===== src/rtl/game_tick_scheduler.sv =====
// rtl/game_tick_scheduler.sv - game tick strobe generator with difficulty levels
// Optional pause support is enabled by defining GAME_TICK_PAUSE_EN.
module game_tick_scheduler #(
    parameter int CNT_W           = 26,
    parameter int BASE_PERIOD     = 50000000,
    parameter int STEP            = 5000000,
    parameter int MIN_PERIOD      = 5000000,
    parameter int TICKS_PER_LEVEL = 10
) (
    input  logic             Clk,
    input  logic             Rst,
    input  logic             Enable,
    input  logic             Start,
    input  logic             Stop,
`ifdef GAME_TICK_PAUSE_EN
    input  logic             Pause,
`endif
    output logic             Tick,
    output logic             Running,
    output logic [3:0]       Level,
    output logic [13:0]      TickCount,
    output logic [CNT_W-1:0] Period
);

    localparam int PW = CNT_W + 5;
    localparam logic [13:0] TC_MAX = 14'd9999;

    typedef enum logic [1:0] {
        S_IDLE,
        S_RUN,
        S_HALT
`ifdef GAME_TICK_PAUSE_EN
        , S_PAUSED
`endif
    } state_t;

    state_t           state;
    logic [CNT_W-1:0] cnt;
    logic [15:0]      phase;
    logic [3:0]       next_level;
    logic [PW-1:0]    prod;
    logic [CNT_W-1:0] reload;
    logic             terminal;
    logic             level_up;
    logic             restart;

    // Wide unsigned compare avoids any wrap when level*STEP exceeds the base period.
    always_comb begin
        next_level = (Level == 4'd15) ? 4'd15 : Level + 4'd1;
        prod       = PW'(STEP) * PW'(next_level);
        if (prod + PW'(MIN_PERIOD) >= PW'(BASE_PERIOD))
            reload = CNT_W'(MIN_PERIOD);
        else
            reload = CNT_W'(PW'(BASE_PERIOD) - prod);
        terminal = (cnt == Period - CNT_W'(1));
        level_up = (phase == 16'(TICKS_PER_LEVEL - 1));
        restart  = Start && !Stop;
    end

    always_ff @(posedge Clk) begin
        if (Rst || !Enable) begin
            state     <= S_IDLE;
            Tick      <= 1'b0;
            Running   <= 1'b0;
            Level     <= 4'd0;
            TickCount <= 14'd0;
            Period    <= CNT_W'(BASE_PERIOD);
            cnt       <= '0;
            phase     <= 16'd0;
        end else begin
            Tick <= 1'b0;
            case (state)
                S_IDLE, S_HALT: begin
                    if (restart) begin
                        state     <= S_RUN;
                        Running   <= 1'b1;
                        Level     <= 4'd0;
                        TickCount <= 14'd0;
                        Period    <= CNT_W'(BASE_PERIOD);
                        cnt       <= '0;
                        phase     <= 16'd0;
                    end
                end
                S_RUN: begin
                    if (Stop) begin
                        state   <= S_HALT;
                        Running <= 1'b0;
`ifdef GAME_TICK_PAUSE_EN
                    end else if (Pause) begin
                        state   <= S_PAUSED;
                        Running <= 1'b0;
`endif
                    end else if (terminal) begin
                        cnt  <= '0;
                        Tick <= 1'b1;
                        // Level progression stops once the score counter saturates.
                        if (TickCount != TC_MAX) begin
                            TickCount <= TickCount + 14'd1;
                            if (level_up) begin
                                phase  <= 16'd0;
                                Level  <= next_level;
                                Period <= reload;
                            end else begin
                                phase <= phase + 16'd1;
                            end
                        end
                    end else begin
                        cnt <= cnt + CNT_W'(1);
                    end
                end
`ifdef GAME_TICK_PAUSE_EN
                S_PAUSED: begin
                    if (Stop) begin
                        state <= S_HALT;
                    end else if (Pause) begin
                        state   <= S_RUN;
                        Running <= 1'b1;
                    end
                end
`endif
                default: begin
                    state   <= S_IDLE;
                    Running <= 1'b0;
                end
            endcase
        end
    end

endmodule


===== config.mk =====
export PLATFORM = sky130hd
export DESIGN_NAME = game_tick_scheduler
export DESIGN_NICKNAME = d
export VERILOG_FILES = /design/src/rtl/game_tick_scheduler.sv
export SDC_FILE = /design/constraint.sdc
export NUM_CORES = 1
export LEC_CHECK = 0
export CORE_UTILIZATION = 37
export DETAILED_ROUTE_END_ITERATION = 8
export SYNTH_ARGS = -nofsm -noshare
export SYNTH_HDL_FRONTEND = slang
export SYNTH_SLANG_ARGS = --single-unit

===== constraint.sdc =====
create_clock -name Clk -period 4.78 [get_ports Clk]
set_clock_uncertainty 0.2 [all_clocks]
set_input_delay 0.956 -clock Clk [delete_from_list [all_inputs] [get_ports Clk]]
set_output_delay 0.956 -clock Clk [all_outputs]
set_load 0.01 [all_outputs]

==> impl_metrics.json, run 1 <==
{
  "status": "complete, no violations",
  "dp_slack_ns": -0.0977,
  "avgSynthCellArea_um2": 7.85,
  "start_util_pct": 38.0,
  "core_area_um2": 16600,
  "drt_iter0_markers": 266,
  "cp-end-kind": "register",
  "synthMuxAreaShare_pct": 0.810,
  "min-delay-start": "cnt[1]",
  "r2r_slack_ns": 0.12,
  "core.rowCount": 47,
  "synth.distinct_cells": 71,
  "worstPathCellList": "ha_4 -> and3b_1 -> nor2_4 -> ha_1 -> ha_4 -> inv_1 -> fa_2 -> nand2b_4 -> a211oi_4 -> o21ai_4 -> or3_4 -> and3_4 -> o211a_1 -> nor4b_1 -> a311o_1 -> and3b_2 -> a22o_1",
  "period_needed_ns": 4.66,
  "hold_end": "cnt[1]",
  "fp.dieH_um": 133,
  "chipWidth_um": 133,
  "crit_required_ns": 4.81,
  "cts_buffer_depth": 2,
  "cts_inserted_buffers": 9,
  "startpoint_type": "register",
  "die-area_um2": 17600,
  "synth-compound-area-share_pct": 15.3,
  "finalCritPeriodShare_pct": 97.5,
  "fmax_ghz": 0.215,
  "synthArstFlopShare_pct": 0,
  "antenna_cells": 0,
  "vias_per_cell": 5.30,
  "synth-seq-cells": 84,
  "regToRegStartpoint": "Level[0]",
  "relSlewSlack_pct": 50.6,
  "hpwl_mm": 12.5,
  "route.detailed.drc": 0,
  "min_path_cells": 2,
  "drt_wl_total_mm": 16.6,
  "yosys.area_share.xor_xnor_pct": 14.1,
  "clk_pin_slew_ns": 0.07,
  "criticalPathCategory": "reg -> reg",
  "critPathMostFrequentCell": "ha_4",
  "routabilityCongestion": 0.874,
  "clkSinkCount": 84,
  "synth_cells": 807,
  "power.density_nw_per_um2": 181,
  "synthFlopType": "dfxtp_1",
  "synth_edf_count": 0,
  "hold_path.class": "reg -> reg",
  "synth-simple-area-share_pct": 31.6,
  "first_pass_iters": 5,
  "yosysSeqAreaShare_pct": 26.6,
  "final_common_cell": "nor2_1",
  "leakage_nw": 2.77,
  "fin_nets": 923,
  "finalWorstSetupSlack_ns": 0.120,
  "grt_overflow": 0,
  "syn_to_final_growth_pct": 25.5,
  "grt_start_max_net_pins": 26,
  "cts_tree": "built",
  "synth_fa_ha_area_share_pct": 6.56,
  "tightest_slew_ns": 0.732,
  "hold_buffers": 0,
  "reg2reg_to": "Period[10]",
  "grt_pass1_wl_mm": 27.3,
  "grt_use_total_pct": 19.0,
  "slew_violations": 0,
  "antenna_found_initial": 0,
  "cp_max_fo": 6,
  "ioPinCount": 51,
  "worst-r2r-cell-count": 17,
  "cp_slowest_cell": "a311o_1",
  "avgRoutedWirePerCell_um": 15.0,
  "insertion_delay_ns": 0.34,
  "max_stage_delay_ns": 0.42,
  "cp.arrival_ns": 4.69,
  "drive_gt1_share_pct": 16.8,
  "htree_levels": 3,
  "rsz0062_at_grt": "yes",
  "path_delay_family": "simple AND/OR/NAND/NOR gates",
  "io_buffers": 44,
  "ys_warn_count": 0,
  "final_cell_mix": "nor2_1 (104), dfxtp_1 (82), xnor2_1 (64)",
  "synth_top_family_by_area": "simple AND/OR/NAND/NOR gates",
  "drv_cap": 0,
  "hold_slack_ns": 0.292,
  "grt_pass1_vias": 5526,
  "setup_violations": 0,
  "hold_viol": 0,
  "cp_num_buf_inv": 1,
  "ant_nets": 0,
  "cts-root-buf": "clkbuf_16",
  "ir_drop_mv": 0.139,
  "num_vias": 5889,
  "synthesis.area_um2": 6330
}
## metrics by stage
stage	utilization [%]	instances	cell area (um2)	power (mW)	TNS, ns
floorplan	-	812	6440	0.756	0
global placement	44.3	1092	7370	0.767	0
detailed placement	44.3	1092	7370	0.768	-0.510
CTS	46.6	1108	7750	1.45	0
global route	47.7	1111	7950	1.48	-0.298
finish	47.7	1111	7950	1.43	0
## cell type report
type | instances | area [um2]
clock buffer | 11 | 253
sequential | 84 | 1690
timing repair buffer | 100 | 877
fill | 1689 | 8700
tap | 220 | 275
multi-input combinational | 658 | 4690
inverter | 33 | 124
clock inverter | 5 | 42.5
## tightest hold or removal path: stages, from the launching register on
cell     delay [ns]
dfxtp_1        0.34
nand2_1        0.06
a21oi_1        0.05
## timing repair
action | CTS | global route
pin swaps | 5 | 16
endpoints found under the setup margin | 18 | 20
resized for setup | 21 | 30
setup buffers | 0 | 3
## routing by layer
| metal | wire (um) | GRT usage [%] | up-vias | share of wire [%] |
|---|---|---|---|---|
| met2 | 8140 | 32.9 | 87 | 49 |
| met4 | 241 | 6.51 | 0 | 1.4 |
| li1 | - | - | 3036 | - |
| met1 | 7850 | 24.5 | 2750 | 47 |
| met3 | 409 | 1.84 | 16 | 2.5 |
| met5 | 0 | 0 | - | 0 |
## cell families (layout without fill, tap and decap cells)
| family | count (synthesis) | count (layout) |
|---|---|---|
| AND/OR/NAND/NOR | 371 | 371 |
| flip-flops | 84 | 84 |
| XOR/XNOR | 102 | 102 |
| other | 1 | 6 |
| AO/OA/AOI/OAI | 142 | 142 |
| multiplexers | 5 | 5 |
| buffers and inverters | 70 | 149 |
| adder cells (fa/ha/maj) | 32 | 32 |
## worst max-delay path by stage
| stage | endpoint | from | cells past startpoint | slack [ns] |
|---|---|---|---|---|
| floorplan | Period[16] | Level[0] | 17 | 0.007 |
| global placement | Period[16] | Level[0] | 18 | 0.06 |
| global route | Period[10] | Level[0] | 17 | -0.06 |
| finish | Period[10] | Level[0] | 17 | 0.12 |
| detailed placement | Period[7] | Level[1] | 19 | -0.1 |
| CTS | Period[16] | Level[0] | 17 | 0.009 |
## cell usage after synthesis (3+ instances only)
master,instances,area (um2)
or2_2,8,50.1
nor2_1,109,409
inv_1,33,124
a32o_1,3,30.0
a31oi_1,7,43.8
xor2_1,35,307
a2111oi_0,3,26.3
buf_2,9,45.0
and2_1,7,43.8
a41oi_1,4,35.0
xnor2_1,67,587
nor4_2,4,50.1
nand3_1,38,190
nand2b_1,18,113
a211oi_1,4,30.0
clkbuf_1,19,71.3
o21ai_1,3,15.0
nor4b_1,3,26.3
and3_1,11,68.8
nor3b_1,4,30.0
a311oi_1,4,35.0
dfxtp_1,84,1680
o21a_1,3,22.5
nand2_1,57,214
nor3_1,35,175
nor4_1,11,68.8
mux2i_1,4,40.0
o211ai_1,4,30.0
a32oi_1,3,26.3
o21ai_0,26,130
a21oi_1,38,190
nor2b_1,5,31.3
buf_4,7,52.6
a22oi_1,3,22.5
nor4_4,5,106
and4_1,4,35.0
or3_1,7,43.8
nand4_1,24,150
a22o_1,5,43.8
a21o_1,5,37.5
and3b_1,3,26.3
o22ai_1,8,50.1
or4_1,6,45.0
ha_1,30,375
## power by group
group / internal (mW) / total (mW) / switching [mW]
Sequential: 0.700 / 0.701 / 0.00151
Combinational: 0.0145 / 0.0487 / 0.0342
Clock: 0.387 / 0.684 / 0.297
Total: 1.10 / 1.43 / 0.333
## sequential cells by signal, indices dropped and copies added (netlist names)
register,count
Level,4
phase,16
Running,1
cnt,26
state,2
Tick,1
Period,20
TickCount,14
Power figures use the tool's default switching activity.
==> inputs of run 2 (changes only) <==
--- a/config.mk
+++ b/config.mk
@@ -6,7 +6,9 @@
 export NUM_CORES = 1
 export LEC_CHECK = 0
 export CORE_UTILIZATION = 37
+export CTS_CLUSTER_SIZE = 16
 export DETAILED_ROUTE_END_ITERATION = 8
+export SETUP_SLACK_MARGIN = 0.5
 export SYNTH_ARGS = -nofsm -noshare
 export SYNTH_HDL_FRONTEND = slang
 export SYNTH_SLANG_ARGS = --single-unit
==> impl_metrics.json, run 2 (synthesized netlist as in run 1, its figures left out) <==
{
  "hold_path.class": "reg -> reg",
  "final_cell_mix": "nor2_1 (104), dfxtp_1 (82), xnor2_1 (62)",
  "drt_iter0_markers": 407,
  "power_switching_mw": 0.319,
  "internal-power_mw": 1.26,
  "setup_violations": 0,
  "dp_slack_ns": -0.0389,
  "core.rowCount": 47,
  "antenna_cells": 0,
  "vias_per_cell": 5.29,
  "htree_levels": 3,
  "fmax_ghz": 0.222,
  "insertion_delay_ns": 0.34,
  "fin_nets": 912,
  "cts_tree": "built",
  "hold_slack_ns": 0.293,
  "swShare_pct": 20.2,
  "drive_gt1_share_pct": 16.5,
  "worst-r2r-cell-count": 16,
  "drv_cap": 0,
  "grt_pass1_wl_mm": 27.4,
  "largest_reg_flops": 26,
  "slew_violations": 0,
  "crit_required_ns": 4.81,
  "ir_drop_mv": 0.150,
  "r2r_slack_ns": 0.28,
  "avgRoutedWirePerCell_um": 14.9,
  "tightest_slew_ns": 0.647,
  "cts_inserted_buffers": 9,
  "cts-root-buf": "clkbuf_16",
  "first_pass_iters": 6,
  "reg2reg_to": "Period[10]",
  "cts_buffer_depth": 2,
  "cp_max_fo": 6,
  "finalCritPeriodShare_pct": 94.1,
  "cp.arrival_ns": 4.52,
  "antenna_found_initial": 0,
  "startpoint_type": "register",
  "grt_start_max_net_pins": 23,
  "io_buffers": 44,
  "die-area_um2": 17600,
  "criticalPathCategory": "reg -> reg",
  "hold_viol": 0,
  "syn_to_final_growth_pct": 25.8,
  "final_cells": 1099,
  "status": "complete, no violations",
  "tns_ns": 0,
  "share_seq_of_total_power_pct": 44.6,
  "finalWorstSetupSlack_ns": 0.284,
  "ant_nets": 0,
  "chipWidth_um": 133,
  "largest-register": "cnt",
  "power_frac_clock_pct": 52.3,
  "regToRegStartpoint": "Level[1]",
  "endpoint": "Period[10]",
  "grt_use_total_pct": 19.0,
  "clkSinkCount": 84,
  "hpwl_mm": 12.4,
  "period_needed_ns": 4.50,
  "fp.dieH_um": 133,
  "power.density_nw_per_um2": 198,
  "num_vias": 5812,
  "crit_start": "Level[1]",
  "post-route-util_pct": 47.9,
  "hold_buffers": 0,
  "drt_wl_total_mm": 16.4,
  "route.detailed.drc": 0,
  "top_regs": "cnt: 26 flops, Period: 20 flops, phase: 16 flops",
  "clk_pin_slew_ns": 0.06,
  "grt_pass1_vias": 5503,
  "leakage_nw": 2.77,
  "combPwrFrac_pct": 3.1,
  "final_common_cell": "nor2_1",
  "routabilityCongestion": 0.853,
  "grt_overflow": 0,
  "ioPinCount": 51,
  "placed_cells": 1070,
  "start_util_pct": 38.0,
  "core_area_um2": 16600,
  "relSlewSlack_pct": 56.3,
  "cp-end-kind": "register",
  "rsz0062_at_grt": "yes"
}
run 2: how the worst min path moves through the flow:
| stage | startpoint | endpoint | slack (ns) | cells after the start |
|---|---|---|---|---|
| 2_1_floorplan | cnt[18] | cnt[18] | 0.26 | 2 |
| 3_3_place_gp | cnt[1] | cnt[1] | 0.27 | 2 |
| 3_5_place_dp | cnt[1] | cnt[1] | 0.29 | 2 |
| 4_1_cts | cnt[1] | cnt[1] | 0.30 | 2 |
| 5_1_grt | cnt[1] | cnt[1] | 0.32 | 2 |
| 6_report | cnt[1] | cnt[1] | 0.29 | 2 |
run 2: area by class of cell:
type	instances	area (um2)
clock inverter	5	108
fill	1654	8670
inverter	33	126
sequential	84	1690
multi-input combinational	658	4730
timing repair buffer	89	791
clock buffer	10	250
tap	220	275
run 2: metrics by stage:
stage          area, um2  power, mW
2_1_floorplan       6560      0.755
3_3_place_gp        7320      0.767
3_5_place_dp        7320      0.767
4_1_cts             7880       1.59
5_1_grt             7970       1.62
6_report            7970       1.57
run 2: routing by layer:
layer / wire (um) / global-route usage (%) / part of all wire [%]
met5: 0 / 0 / 0
met4: 356 / 7.41 / 2.2
met3: 302 / 1.42 / 1.8
met2: 7970 / 32.9 / 49
met1: 7780 / 24.5 / 47
run 2: power groups by stage:
stage                     clock network (mW)  logic [mW]  registers, mW
after floorplan                            0      0.0376          0.718
after global placement                     0      0.0490          0.718
after detailed placement                   0      0.0491          0.718
after CTS                              0.838      0.0494          0.702
after global routing                   0.864      0.0544          0.701
final                                  0.824      0.0491          0.702
run 2: critical path, cell delays in order, from the launching register on:
cell,delay (ns)
dfxtp_4,0.36
ha_4,0.17
and3b_1,0.21
nor2_4,0.18
ha_4,0.24
fa_1,0.51
ha_4,0.35
nand2b_4,0.07
a211oi_4,0.26
o21ai_2,0.15
or3_4,0.36
and3_4,0.19
o211a_1,0.13
nor4b_1,0.14
a311o_1,0.41
and3b_2,0.26
a22o_1,0.18
run 2: timing repair:
item                                    4_1_cts  5_1_grt
endpoints found under the setup margin       20       22
buffers inserted                             13        1
resized for setup                            24       15
pin swaps                                    16        0
